**config.mk**
```make
export PLATFORM = sky130hd
export DESIGN_NAME = conv_stream_feeder
export DESIGN_NICKNAME = d
export VERILOG_FILES = /design/src/rtl/conv_stream_feeder.sv
export SDC_FILE = /design/constraint.sdc
export NUM_CORES = 1
export LEC_CHECK = 0
export BUFFER_PORTS_ARGS = -buffer_cell sky130_fd_sc_hd__buf_2
export CAP_MARGIN = 15
export CORE_ASPECT_RATIO = 0.8
export CORE_MARGIN = 2
export CORE_UTILIZATION = 50
export CTS_CLUSTER_SIZE = 12
export DETAILED_ROUTE_END_ITERATION = 8
export PLACE_DENSITY = 0.73
export RECOVER_POWER = 25
export REMOVE_ABC_BUFFERS = 1
export SLEW_MARGIN = 20
export SYNTH_ARGS = -nofsm -noshare
export SYNTH_HDL_FRONTEND = slang
export SYNTH_SLANG_ARGS = --single-unit
```
**constraint.sdc**
```tcl
create_clock -name clk_i -period 7.8 [get_ports clk_i]
set_input_delay 0.39 -clock clk_i [delete_from_list [all_inputs] [get_ports clk_i]]
set_output_delay 0.39 -clock clk_i [all_outputs]
set_load 0.01 [all_outputs]
```
**src/rtl/conv_stream_feeder.sv**
```systemverilog
// Raster-order activation streamer: buffer reads -> 2-entry skid FIFO -> convolver beats.
// Optional border padding is enabled by defining CONV_STREAM_FEEDER_PAD_EN.
module conv_stream_feeder #(
  parameter int unsigned N             = 16,
  parameter int unsigned AddrW         = 16,
  parameter int unsigned MaxMatrixSize = 64,
  parameter int unsigned FlushBeats    = 2
) (
  input  logic                    clk_i,
  input  logic                    rst_i,
  input  logic                    start_i,
  input  logic [13:0]             matrix_size_i,
  input  logic [AddrW-1:0]        base_addr_i,
`ifdef CONV_STREAM_FEEDER_PAD_EN
  input  logic [1:0]              pad_i,
`endif
  output logic                    busy_o,
  output logic                    done_o,
  output logic [13:0]             eff_size_o,
  output logic                    rd_en_o,
  output logic [AddrW-1:0]        rd_addr_o,
  input  logic [N-1:0]            rd_data_i,
  input  logic                    stall_i,
  output logic                    conv_rst_o,
  output logic                    conv_en_o,
  output logic signed [N-1:0]     conv_data_o,
  input  logic                    conv_end_i
);

  // Counter width covers the largest side plus the widest border on both sides.
  localparam int unsigned SideW     = $clog2(MaxMatrixSize + 7);
  localparam logic [15:0] FlushLast = 16'(FlushBeats - 1);

  typedef enum logic [2:0] {StIdle, StClear, StStream, StFlush, StWaitEnd} state_e;

  state_e             state_q, state_d;
  logic [13:0]        eff_q, eff_d;
  logic [AddrW-1:0]   addr_q, addr_d;
  logic [SideW-1:0]   row_q, row_d, col_q, col_d;
  logic               last_q, last_d;
  logic               inflight_q, inflight_d;
  logic               infl_pad_q, infl_pad_d;
  logic [N-1:0]       fifo_q [2];
  logic [N-1:0]       fifo_d [2];
  logic               wr_ptr_q, wr_ptr_d, rd_ptr_q, rd_ptr_d;
  logic [1:0]         cnt_q, cnt_d;
  logic [15:0]        flush_q, flush_d;
  logic               done_q, done_d;

  logic [13:0]        eff_start;
  logic [SideW-1:0]   side_m1;
  logic               pad_cell;
  logic [N-1:0]       arrive_data, head;
  logic               fifo_valid, pop, push, pop_store, issue;
  logic [2:0]         occ_after;

`ifdef CONV_STREAM_FEEDER_PAD_EN
  logic [1:0]         pad_q, pad_d;
  logic [SideW-1:0]   lo_w, hi_w;

  assign pad_d     = (state_q == StIdle && start_i) ? pad_i : pad_q;
  assign eff_start = matrix_size_i + {11'd0, pad_i, 1'b0};
  assign lo_w      = SideW'(pad_q);
  assign hi_w      = SideW'(eff_q) - lo_w;
  assign pad_cell  = (row_q < lo_w) || (row_q >= hi_w) || (col_q < lo_w) || (col_q >= hi_w);

  always_ff @(posedge clk_i or posedge rst_i) begin
    if (rst_i) pad_q <= '0;
    else       pad_q <= pad_d;
  end
`else
  assign eff_start = matrix_size_i;
  assign pad_cell  = 1'b0;
`endif

  assign side_m1 = SideW'(eff_q - 14'd1);

  // Data read last cycle arrives now; padded slots travel the same path as a zero.
  assign arrive_data = infl_pad_q ? '0 : rd_data_i;
  assign fifo_valid  = (cnt_q != 2'd0) || inflight_q;
  assign head        = (cnt_q != 2'd0) ? fifo_q[rd_ptr_q] : arrive_data;
  assign pop         = fifo_valid && !stall_i;
  assign push        = inflight_q && !(pop && cnt_q == 2'd0);
  assign pop_store   = pop && (cnt_q != 2'd0);
  assign occ_after   = {1'b0, cnt_q} + {2'b00, inflight_q} - {2'b00, pop};
  assign issue       = (state_q == StStream) && !last_q && (occ_after < 3'd2);

  always_ff @(posedge clk_i or posedge rst_i) begin
    if (rst_i) state_q <= StIdle;
    else       state_q <= state_d;
  end

  always_comb begin
    state_d = state_q;
    case (state_q)
      StIdle:    if (start_i && matrix_size_i != 14'd0) state_d = StClear;
      StClear:   state_d = StStream;
      StStream: begin
        if (last_q && occ_after == 3'd0) state_d = (FlushBeats == 0) ? StWaitEnd : StFlush;
      end
      StFlush:   if (!stall_i && flush_q == FlushLast) state_d = StWaitEnd;
      StWaitEnd: if (conv_end_i) state_d = StIdle;
      default:   state_d = StIdle;
    endcase
  end

  always_comb begin
    eff_d      = eff_q;
    addr_d     = addr_q;
    row_d      = row_q;
    col_d      = col_q;
    last_d     = last_q;
    flush_d    = flush_q;
    done_d     = 1'b0;
    fifo_d     = fifo_q;
    wr_ptr_d   = wr_ptr_q;
    rd_ptr_d   = rd_ptr_q;
    inflight_d = issue;
    infl_pad_d = issue && pad_cell;

    if (state_q == StIdle && start_i) begin
      eff_d   = eff_start;
      addr_d  = base_addr_i;
      row_d   = '0;
      col_d   = '0;
      last_d  = 1'b0;
      flush_d = '0;
      done_d  = (matrix_size_i == 14'd0);
    end

    if (state_q == StWaitEnd && conv_end_i) done_d = 1'b1;

    // Interior elements are contiguous in memory, so a running address replaces r*size+c.
    if (issue) begin
      if (!pad_cell) addr_d = addr_q + AddrW'(1);
      if (col_q == side_m1) begin
        col_d = '0;
        row_d = row_q + SideW'(1);
        if (row_q == side_m1) last_d = 1'b1;
      end else begin
        col_d = col_q + SideW'(1);
      end
    end

    if (push) begin
      fifo_d[wr_ptr_q] = arrive_data;
      wr_ptr_d         = ~wr_ptr_q;
    end
    if (pop_store) rd_ptr_d = ~rd_ptr_q;
    cnt_d = cnt_q + {1'b0, push} - {1'b0, pop_store};

    if (state_q == StFlush && !stall_i) flush_d = flush_q + 16'd1;
  end

  always_ff @(posedge clk_i or posedge rst_i) begin
    if (rst_i) begin
      eff_q      <= '0;
      addr_q     <= '0;
      row_q      <= '0;
      col_q      <= '0;
      last_q     <= 1'b0;
      inflight_q <= 1'b0;
      infl_pad_q <= 1'b0;
      fifo_q[0]  <= '0;
      fifo_q[1]  <= '0;
      wr_ptr_q   <= 1'b0;
      rd_ptr_q   <= 1'b0;
      cnt_q      <= '0;
      flush_q    <= '0;
      done_q     <= 1'b0;
    end else begin
      eff_q      <= eff_d;
      addr_q     <= addr_d;
      row_q      <= row_d;
      col_q      <= col_d;
      last_q     <= last_d;
      inflight_q <= inflight_d;
      infl_pad_q <= infl_pad_d;
      fifo_q     <= fifo_d;
      wr_ptr_q   <= wr_ptr_d;
      rd_ptr_q   <= rd_ptr_d;
      cnt_q      <= cnt_d;
      flush_q    <= flush_d;
      done_q     <= done_d;
    end
  end

  always_comb begin
    busy_o      = (state_q != StIdle);
    done_o      = done_q;
    eff_size_o  = eff_q;
    conv_rst_o  = (state_q == StClear);
    rd_en_o     = issue && !pad_cell;
    rd_addr_o   = rd_en_o ? addr_q : '0;
    conv_en_o   = (fifo_valid || state_q == StFlush) && !stall_i;
    conv_data_o = fifo_valid ? $signed(head) : '0;
  end

endmodule
```
# Word-level counts from Yosys, hierarchy flattened
# Cells that the tools add are included.
word_totals:
  regBits: 102
  inputBits: 51
  out_inout_bits: 51
  elab_cells: 101
op_classes:
  add_sub_neg: 9
  order_cmp: 4
  n_eq_ne: 11
  n_mux: 30
  bitwise_logic: 4
  reduce_logical: 29
ops:
  columns: ["op", "n"]
  rows:
  - ["two-way mux 16 bit", 11]
  - ["two-way mux 7 bit", 6]
  - ["adder 16 x 1 -> 16 bit, second input constant", 2]
  - ["bitwise mux 32 bit", 1]
  - ["demux 16 bit (select 1 bit)", 1]
  - ["== test 16 x 1 -> 1 bit, second input constant", 1]
  - ["one-hot mux 3 bit (5 select lines)", 1]
  - ["adder 7 x 1 -> 7 bit, second input constant", 2]
  - ["== test 7 bit", 2]
  - ["logical AND 1 bit", 14]
  - ["logical NOT 14 bit", 1]
  - ["nonzero test 14 bit", 1]
  - ["two-way mux 3 bit", 4]
  - ["subtractor 7 x 1 -> 7 bit, second input constant", 1]
  - ["== test 3 x 2 -> 1 bit, second input constant", 2]
  - ["logical NOT 3 bit", 2]
  - ["two-way mux 1 bit", 6]
  - ["inequality test 2 bit, second input constant", 3]
  - ["nonzero test 2 bit", 3]
  - ["greater-or-equal comparator 2 bit, second input constant", 2]
  - ["NOT 1 -> 2 bit", 2]
  - ["AND reduction 4 bit", 1]
  - ["adder 2 x 1 -> 3 bit", 1]
  - ["== test 3 x 1 -> 1 bit, second input constant", 1]
  - ["other kinds (12)", 16]

# Logic depth before layout (Yosys ltp)
# Gate-level depths: netlist (run 1).
depth:
  ltp_word: 8
  ltp_mapped: 15
  mapped_depth_nobuf: 14

# Worst setup path after synthesis (run 1)
# OpenSTA, ideal clock, no wires.
synth_path:
  path_type: "register -> output"
  startpoint: "register cnt_q[1]"
  endpoint: "output rd_addr_o[10]"
  arrival_time_ps: 3076
  required_time_ps: 7410
  path_slack_ps: 4334
  path_stages_with_launch: 15
  path_buffers: 2
  path_cell_list: "dfrtp_1 -> or2_2 -> nor2_1 -> nor2_1 -> ha_1 -> inv_1 -> ha_1 -> inv_1 -> fa_1 -> nand2_1 -> or3b_1 -> inv_1 -> buf_2 -> clkbuf_1 -> and2_1"
synth_via:
  elab_chain_len: 7
  word_cells_on_any_way: 8
  classes_between: "add/sub: 2; order compare: 1; mux: 1; reduce/logical: 4"
synth_lines:
  columns: ["element", "line", "text"]
  rows:
  - ["start, declared", "46", "logic [1:0] cnt_q, cnt_d;"]
  - ["start signal, assigned", "182", "cnt_q <= cnt_d;"]
  - ["branches (longest 3 deep; another with adder 2 x 1 -> 3 bit)", null, null]
  - ["subtractor 3 x 1 -> 3 bit *", "85", "assign occ_after = {1'b0, cnt_q} + {2'b00, inflight_q} - {2'b00, pop};"]
  - ["< comparator 3 x 2 -> 1 bit *", "86", "assign issue = (state_q == StStream) && !last_q && (occ_after < 3'd2);"]
  - ["logical AND 1 bit *", "86", null]
  - ["net rd_en_o", "20", "output logic rd_en_o,"]
  - ["two-way mux 16 bit *", "194", "rd_addr_o = rd_en_o ? addr_q : '0;"]
  - ["end, declared", "21", "output logic [AddrW-1:0] rd_addr_o,"]
# Mark *: on every way through the listed nets, which the timed path passes.

# Worst setup path in the final report (run 1)
layout_path:
  startpoint: "register inflight_q"
  endpoint: "output rd_addr_o[15]"
layout_via:
  elab_chain_len: 6
  word_cells_on_any_way: 7
  classes_between: "add/sub: 2; order compare: 1; mux: 1; reduce/logical: 3"
layout_lines:
  columns: ["element", "line", "text"]
  rows:
  - ["start, declared", "41", "logic inflight_q, inflight_d;"]
  - ["start signal, assigned", "177", "inflight_q <= inflight_d;"]
  - ["branches (longest 2 deep; another with adder 2 x 1 -> 3 bit)", null, null]
  - ["subtractor 3 x 1 -> 3 bit *", "85", null]
  - ["< comparator 3 x 2 -> 1 bit *", "86", null]
  - ["logical AND 1 bit *", "86", null]
  - ["two-way mux 16 bit *", "194", null]
# Mark *: on every way between the ends.

==> results.txt, run 1 <==
status = complete, but fails checks
failing checks = max-capacitance violations, max-slew violations
Post-synth EDFFs = 0
fin crit period = 4.47 ns
Post-Synthesis Cells = 575
WP data required = 7.41 ns
Worst Max-Slew Pin Slew = 1.85 ns
Final WS setup = 3.33 ns
Root Driver = clkbuf_16
top cells by area, synth = dfrtp_1 46%, mux2_2 6.7%, nand2_1 5.6%
vias per cell = 5.71
vias = 4624
clock buffer depth = 2
Synth Flop Type = dfrtp_1
synthesis-stage register bit count = 102
Critical Path Most Common Cell = inv_1
final net count = 723
Peak Freq = 224 MHz
CTS sink count = 102
first drt pass iteration count = 5
Die Footprint = 12000 µm²
multiplexer share of the synthesized area = 10.6%
Yosys top cell area share = 45.7%
synthesis warning total = 0
syn_area_per_cell = 9.72 µm²
worst setup path end = rd_addr_o[15]
worst-path fanout max = 32
Max-Slew Margin vs Limit = -23.6%
FF-to-FF End = row_q[5]
flop-to-flop setup slack = 3.39 ns
distinct cell type count after synthesis = 56
first-pass GRT wire length = 21.7 mm
CTS tree = built
crit-path cells = nor2_1, nor2_1, ha_1, inv_1, ha_1, inv_1, fa_1, nand2_1, or3b_1, inv_1, and2_1, buf_2
Clk Latency, worst-skew pair = 0.36 ns
Post-CTS Setup Repair Bufs = 0
Rows = 34
share of layout cells above drive strength 1 = 22.5%
P_leak = 0.00293 µW
Final Max Slew Viols = 34
pwr/cell area = 363 nW/µm²
Startpoint Class = flip-flop
Worst setup startpoint = inflight_q
RSZ-0062 raised after global routing = false
Overall Global Routing Usage = 22.4%
# setup viols final = 0
Setup CP Type = reg2out
Async S/R FF share, synth = 100%
fraction of the mapped netlist area in simple logic gates = 19.7%
worst r2r path cells = 13
total CTS buffers = 9
Placed Instances = 793
Clock transition at path regs = 0.07 ns
CTS HTree Levels = 3
compound-gate portion of the synthesized area = 13.1%
routed len/inst = 16.0 µm
core area = 10900 µm²
Detailed Route WL = 13.0 mm
Antenna Cells = 0
vias in the first global route = 4435
final cell count without fillers = 810
Detail Route Antenna Nets = 0
area leader, netlist = dfrtp_1
dpl ws = 3.48 ns
RePlAce Congestion = 0.852
Die X = 122 µm
worst min path class = in2reg
skew final = 0.00877 ns
PortBufs = 101
MaxCap Viol Count = 1
slowest cell delay on critical path = 0.77 ns
main combinational cell family by area after synthesis = simple AND/OR/NAND/NOR gates
Max IR drop VDD = 168 µV
cell with the most instances after synthesis = dfrtp_1
critical path data arrival time = 4.08 ns
XOR/XNOR Fraction of Synth Area = 4.82%
Overflow after GRT = 0
# IOs = 102
Die Height = 98.5 µm
worst hold margin = 0.227 ns
final number of hold-violating endpoints = 0
fin crit share = 57.3%
initial core utilization = 51.3%
DRC = 0
Slowest-stage cell, CP = dfrtp_1
Core Util, Final = 59.4%
RR Startpoint = inflight_q
largest net degree at the start of global routing = 86
Post-Syn Area = 5590 µm²
TNS Setup = 0 ns
initial drt markers = 263
antenna violations before repair = 0
Synth Area in Adders = 2.60%
kind of end point of the critical path = primary output
sequential fraction of the synthesis area = 45.7%
commonest cells in the netlist = 102 x dfrtp_1, 84 x nand2_1, 45 x o21ai_0
Resized Gates After CTS = 0
Area growth syn-to-layout = 15.9%
HPWL Detailed = 8.99 mm
## worst min-delay path by stage
stage	cells after the start	start	to	slack, ns
after detailed placement	2	rst_i	fifo_q[7]	0.34
after global routing	2	conv_end_i	state_q[2]	0.23
after CTS	2	conv_end_i	state_q[2]	0.21
final	2	conv_end_i	state_q[2]	0.23
after global placement	2	rst_i	fifo_q[23]	0.33
after floorplan	1	flush_q[15]	flush_q[15]	0.45
## where the power goes
group          leakage [µW]  switching (µW)  total [µW]  internal (µW)
clock network      0.000145             219         454            234
logic               0.00149             546         980            434
registers           0.00130             201         915            714
## layout by cell type (no fill, tap or decap), types with 9 or more instances in the layout
cell type,netlist,final
nand4_1,10,10
mux2_2,33,33
buf_2,2,85
o21ai_0,45,45
xnor2_1,20,20
mux2i_1,22,22
ha_1,10,10
clkbuf_1,27,16
dfrtp_1,102,102
nand2_1,84,84
nand3_1,30,30
nor2_1,27,27
and2_1,19,19
inv_1,17,16
clkbuf_16,0,9
o211ai_1,12,12
## what timing repair did
action | 4_1_cts | 5_1_grt
hold buffers | 1 | 0
setup endpoints to repair | 0 | 0
endpoints found under the hold margin | 17 | 0
## layer usage
| metal | global-route usage [%] | up-vias | part of all wire [%] |
|---|---|---|---|
| li1 | - | 2230 | - |
| met1 | 31.6 | 2273 | 48 |
| met2 | 35.1 | 109 | 46 |
| met3 | 4.86 | 12 | 5.7 |
| met4 | 6.10 | 0 | 0.76 |
| met5 | 0 | - | 0 |
## kinds of logic (layout without fill, tap and decap cells)
family | after synthesis | count (layout)
fa+ha+maj | 11 | 11
simple gates | 221 | 221
buf+inv | 49 | 140
flops | 102 | 102
mux | 55 | 55
compound gates | 108 | 108
xor+xnor | 29 | 29
## sequential cells by signal (all words and copies together), names as in the netlist
register,count
cnt_q,2
done_o,1
inflight_q,1
row_q,7
rd_ptr_q,1
fifo_q,32
flush_q,16
last_q,1
eff_size_o,14
wr_ptr_q,1
state_q,3
addr_q,16
col_q,7
## layout make-up
| cell class | count | area [µm²] |
|---|---|---|
| clock inverters | 6 | 58.8 |
| fillers | 947 | 4420 |
| inverters | 17 | 65.1 |
| well taps | 144 | 180 |
| multi-input cells | 424 | 2840 |
| repair buffers | 107 | 537 |
| flip-flops and latches | 102 | 2550 |
| clock buffers | 10 | 239 |
## through the flow
stage | instance area [µm²] | power [µW]
after floorplan | 5460 | 1560
after global placement | 6180 | 1870
after detailed placement | 6180 | 1910
after CTS | 6490 | 2370
after global routing | 6470 | 2540
final | 6470 | 2350
## worst max-delay path: cells and delay by family, from the launching register on
| family | cells | cell delay (ns) |
|---|---|---|
| AND/OR/NAND/NOR | 5 | 1.14 |
| buffers and inverters | 4 | 0.96 |
| adder cells (fa/ha/maj) | 3 | 0.83 |
| flip-flops | 1 | 0.77 |
(Power assumes the default switching activity.)
==> run 2: changes to the inputs <==
- ABC_AREA: not set -> 1
- PLACE_DENSITY: 0.73 -> 0.75
- clock period: 7.8 -> 3.8 ns (I/O delays scaled with it)
==> run 2 against run 1 <==
The run still ends with max-capacitance violations, max-slew violations left; die area rose by 4.7%; power up 120%; first-iteration DRC count up 35%; via count up 16%; clock skew grew 0.00062 ns; flip-flop and latch count unchanged; largest cell class unchanged; highest routed layer unchanged.
==> results.txt, run 2 <==
top cells by area, synth = dfrtp_1 44%, nand2_1 12%, inv_1 7.9%
vias = 5351
Clk Latency, worst-skew pair = 0.35 ns
routed len/inst = 13.2 µm
RSZ-0062 raised after global routing = false
Final WS setup = 0.341 ns
Synth Flop Type = dfrtp_1
P_leak = 0.00348 µW
worst-path fanout max = 16
Rows = 35
antenna violations before repair = 0
Reg with most FFs = fifo_q
commonest cells in the netlist = 180 x nand2_1, 124 x inv_1, 102 x dfrtp_1
Post-Synthesis Cells = 786
wire length on met1 = 6.70 mm
WP data required = 3.61 ns
fin crit period = 3.46 ns
max FFs per register = 32
Worst Max-Slew Pin Slew = 3.24 ns
CTS sink count = 102
Hold Crit Depth = 3
DRC = 0
final number of hold-violating endpoints = 0
Overall Global Routing Usage = 22.4%
first-pass GRT wire length = 22.9 mm
Die Height = 101 µm
MaxCap Viol Count = 1
initial drt markers = 355
Post-synth EDFFs = 0
Overflow after GRT = 0
kind of end point of the critical path = primary output
Detailed Route WL = 13.6 mm
Max-Slew Margin vs Limit = -116%
Async S/R FF share, synth = 100%
total CTS buffers = 9
skew final = 0.00940 ns
top flop regs = fifo_q: 32 flops, addr_q: 16 flops, flush_q: 16 flops
synthesis-stage register bit count = 102
Clock transition at path regs = 0.07 ns
Worst Hold Endpoint = eff_size_o[7]
Root Driver = clkbuf_16
HPWL Detailed = 9.55 mm
CTS tree = built
critical path data arrival time = 3.27 ns
FF-to-FF End = addr_q[13]
final net count = 937
fin crit share = 91.0%
Yosys top cell area share = 43.6%
largest net degree at the start of global routing = 86
synthesis warning total = 0
distinct cell type count after synthesis = 36
dpl ws = 0.637 ns
Area growth syn-to-layout = 14.9%
top sig layer = met4
status = complete, but fails checks
worst r2r path cells = 20
Placed Instances = 1012
clock buffer depth = 2
RePlAce Congestion = 0.844
Hold-fix buffers, CTS = 0
pwr/cell area = 778 nW/µm²
Resized Gates After CTS = 0
Die Footprint = 12600 µm²
flop-to-flop setup slack = 0.66 ns
CTS HTree Levels = 3
Post-CTS Setup Repair Bufs = 0
vias per cell = 5.21
DP Area = 6430 µm²
core area = 11500 µm²
final cell count without fillers = 1028
Die X = 125 µm
initial core utilization = 51.1%
most frequent cells in the layout = 180 x nand2_1, 124 x inv_1, 102 x dfrtp_1
first drt pass iteration count = 5
# setup viols final = 0
Met2 Routed Length = 5.81 mm
most common cell after layout, fill and taps aside = nand2_1
Antenna Cells = 0
area leader, netlist = dfrtp_1
routed wl met3 = 854 µm
sequential fraction of the synthesis area = 43.6%
Final Cell Area = 6730 µm²
Post-Syn Area = 5860 µm²
PortBufs = 101
Setup CP Type = reg2out
Detail Route Antenna Nets = 0
Peak Freq = 289 MHz
failing checks = max-capacitance violations, max-slew violations
Max IR drop VDD = 430 µV
vias in the first global route = 4841
# IOs = 102
Core Util, Final = 58.7%
Final Max Slew Viols = 86
Startpoint Class = flip-flop
worst min path class = in2reg
share of layout cells above drive strength 1 = 17.3%
RR Startpoint = cnt_q[1]
cell with the most instances after synthesis = nand2_1
Hold Crit Start = matrix_size_i[7]
syn_area_per_cell = 7.45 µm²
[run 2: cell types whose count changed after synthesis, moves of 22 or more]
cell     delta
inv_1     +107
mux2_2     -33
mux2i_1    -22
nand2_1    +96
nand3_1    +23
nor2_1     +35
o21ai_0    +40
[run 2: critical path, cell delays in order, from the launching register on]
cell     delay [ns]
dfrtp_1        0.43
nor2_1         0.16
inv_1          0.07
o21ai_0        0.23
inv_1          0.07
ha_1           0.27
inv_1          0.05
ha_1           0.12
inv_1          0.05
fa_1           0.47
nand3_1        0.11
nor2_2         0.15
inv_2          0.15
buf_4          0.22
nor2_1         0.19
buf_2          0.17
[run 2: power breakdown]
part,internal [µW],leakage (µW),switching [µW]
Combinational,908,0.00205,1530
Clock,532,0.000139,416
Sequential,1500,0.00129,346
Total,2940,0.00348,2300
[run 2: cell type report]
cell class | count | area, µm²
fillers | 1088 | 4740
well taps | 148 | 185
clock inverters | 4 | 53.8
repair buffers | 106 | 543
clock buffers | 12 | 246
flip-flops and latches | 102 | 2550
multi-input cells | 527 | 2670
inverters | 129 | 484
[run 2: kinds of logic (layout without fill, tap and decap cells)]
group,count (synthesis),after routing,share of synthesized area [%]
DFF,102,102,43.6
AOI/OAI and AO/OA,143,143,13.4
and+or+nand+nor,353,353,26.6
buffers and inverters,157,251,10.9
adders and majority gates,11,11,2.48
xor gates and xnor gates,20,20,2.99
[run 2: layer usage]
| metal | up-vias | track usage, % |
|---|---|---|
| li1 | 2717 | - |
| met1 | 2440 | 32.7 |
| met2 | 176 | 32.9 |
| met3 | 18 | 5.10 |
| met4 | 0 | 7.78 |
| met5 | - | 0 |
[run 2: how the worst max path moves through the flow]
| stage | depth (start not counted) | slack (ns) | to | start |
|---|---|---|---|---|
| CTS | 15 | 0.32 | rd_addr_o[13] | cnt_q[1] |
| global route | 15 | 0.12 | rd_addr_o[13] | cnt_q[1] |
| detailed placement | 16 | 0.64 | col_q[1] | cnt_q[1] |
| finish | 15 | 0.34 | rd_addr_o[13] | cnt_q[1] |
| global placement | 20 | 0.82 | addr_q[13] | cnt_q[1] |
| floorplan | 16 | -0.45 | col_q[2] | cnt_q[1] |
[run 2: stage by stage]
step | total power (µW) | hold slack (ns) | setup TNS, ns
after detailed placement | 4310 | 0.418 | 0
after CTS | 5260 | 0.0475 | 0
after global placement | 4260 | 0.414 | 0
after floorplan | 3520 | 0.307 | -12.02
final | 5240 | 0.0591 | 0
after global routing | 5710 | 0.0619 | 0
==> run 3: changes to the inputs <==
- ABC_AREA: 1 -> not set
- CTS_BUF_LIST: not set -> sky130_fd_sc_hd__clkbuf_8
- PLACE_DENSITY: 0.75 -> 0.76
==> run 3 against run 2 <==
The flow still finishes with violations (max-capacitance violations, max-slew violations); clock skew increased by 0.0026 ns; critical path type unchanged; highest routed layer unchanged; routed wire length fell by 5.8%; core utilization up 0.69 points.
==> results.txt, run 3 (synthesis gave the netlist of run 1 again) <==
Max IR drop VDD = 326 µV
Worst Max-Slew Pin Slew = 3.00 ns
routing usage on met1 = 30.9%
routing usage on met3 = 5.38%
Die Footprint = 12000 µm²
vias per cell = 5.72
max FFs per register = 32
PortBufs = 101
GRT busiest layer = met2
slowest cell delay on critical path = 0.48 ns
final number of hold-violating endpoints = 0
first-pass GRT wire length = 21.5 mm
grt met2 use = 35.3%
most common cell after layout, fill and taps aside = dfrtp_1
worst-path fanout max = 11
share of layout cells above drive strength 1 = 26.3%
CTS HTree Levels = 3
Setup CP Type = reg2out
most frequent cells in the layout = 102 x dfrtp_1, 101 x buf_2, 84 x nand2_1
Max-Slew Margin vs Limit = -99.9%
vias in the first global route = 4470
vias = 4683
total CTS buffers = 9
sum of buffers and inverters on the critical path = 6
failing checks = max-capacitance violations, max-slew violations
CTS tree = built
Clk pwr share = 15.1%
pwr/cell area = 727 nW/µm²
Overall Global Routing Usage = 22.2%
fin crit share = 94.4%
initial core utilization = 51.3%
P_leak = 0.00299 µW
Overflow after GRT = 0
worst min path class = in2reg
WP data required = 3.61 ns
Top delay family on crit path = simple AND/OR/NAND/NOR gates
initial drt markers = 324
first drt pass iteration count = 5
switching pwr = 1940 µW
Peak Freq = 279 MHz
register share of total power = 39.5%
worst hold margin = 0.0132 ns
critical path data arrival time = 3.40 ns
Die Height = 98.5 µm
Clk Latency, worst-skew pair = 0.38 ns
Slowest-stage cell, CP = fa_1
Sw Ratio = 41.3%
Hold-fix buffers, CTS = 0
Detailed Route WL = 12.8 mm
Clock transition at path regs = 0.11 ns
largest net degree at the start of global routing = 82
skew final = 0.0120 ns
kind of end point of the critical path = primary output
Area growth syn-to-layout = 15.7%
# IOs = 102
RSZ-0062 raised after global routing = false
final net count = 731
crit-path cells = or2_2, nor2_2, nor2_1, ha_1, inv_1, ha_1, inv_1, fa_1, nand2_1, or3b_4, inv_2, buf_6, buf_6, and2_1, buf_2
internal power = 2760 µW
CTS sink count = 102
DRC = 0
status = complete, but fails checks
total power = 4700 µW
TNS Setup = 0 ns
core area = 10900 µm²
routed len/inst = 15.7 µm
Die X = 122 µm
Antenna Cells = 0
MaxCap Viol Count = 1
Detail Route Antenna Nets = 0
HPWL Detailed = 9.12 mm
Root Driver = clkbuf_8
RePlAce Congestion = 0.829
clock buffer depth = 2
antenna violations before repair = 0
top flop regs = fifo_q: 32 flops, addr_q: 16 flops, flush_q: 16 flops
Comb power frac = 45.4%
Reg with most FFs = fifo_q
Startpoint Class = flip-flop
Rows = 34
Final Max Slew Viols = 82
fin crit period = 3.59 ns
# setup viols final = 0
-- run 3: cell count changes in the layout (fill, tap and decap cells not counted), moves of 9 or more --
cell       change
mux2_2        +33
mux2i_1       +22
o21ai_0       -40
nand2_2        -9
inv_1        -107
o22ai_1       -19
nand3_1       -23
clkbuf_16      -9
nand4_1       -11
xnor2_1       +16
and2_1        +19
nor2_1        -37
o211ai_1      +11
nand2_1       -96
-- run 3: layer usage --
layer	vias up	wire [µm]	part of all wire, %
met5	-	0	0
met4	0	96	0.75
met3	9	883	6.9
met2	163	5950	46
met1	2271	5890	46
li1	2240	-	-
-- run 3: repair_timing --
item / CTS / global route
pin swaps: 0 / 0
setup buffers: 0 / 2
hold endpoints to repair: 0 / 0
endpoints found under the setup margin: 12 / 17
gates resized for setup: 1 / 4
-- run 3: worst paths after layout --
path | slack, ns | startpoint | cells after the start | end
max | 0.21 | cnt_q[0] | 15 | rd_addr_o[8]
min | 0.01 | conv_end_i | 2 | state_q[2]
max reg2reg | 0.34 | cnt_q[0] | 15 | row_q[3]
min reg2reg | 0.48 | eff_size_o[12] | 2 | eff_size_o[12]
max in group asynchronous | 1.20 | rst_i | 2 | eff_size_o[11]
min in group asynchronous | 0.89 | rst_i | 2 | fifo_q[4]
-- run 3: power groups by stage --
stage	clock network, µW	registers [µW]	logic, µW
finish	712	1860	2130
global route	769	1920	2380
CTS	724	1850	2110
detailed placement	0	1870	2100
global placement	0	1840	2030
floorplan	0	1810	1390
-- run 3: layout make-up --
class | instances | area (µm²)
tap | 144 | 180
inverter | 17 | 63.8
timing repair buffer | 115 | 618
multi-input combinational | 424 | 2850
fill | 944 | 4430
clock inverter | 7 | 78.8
clock buffer | 9 | 124
sequential | 102 | 2550
-- run 3: stage by stage --
stage | utilization [%] | setup slack [ns] | instances | instance area (µm²)
2_1_floorplan | - | 0.150 | 543 | 5460
4_1_cts | 59.1 | 0.00567 | 816 | 6440
3_5_place_dp | 57.3 | 0.230 | 800 | 6240
5_1_grt | 59.4 | 0.00147 | 818 | 6460
6_report | 59.4 | 0.215 | 818 | 6460
3_3_place_gp | 57.3 | 0.439 | 800 | 6240
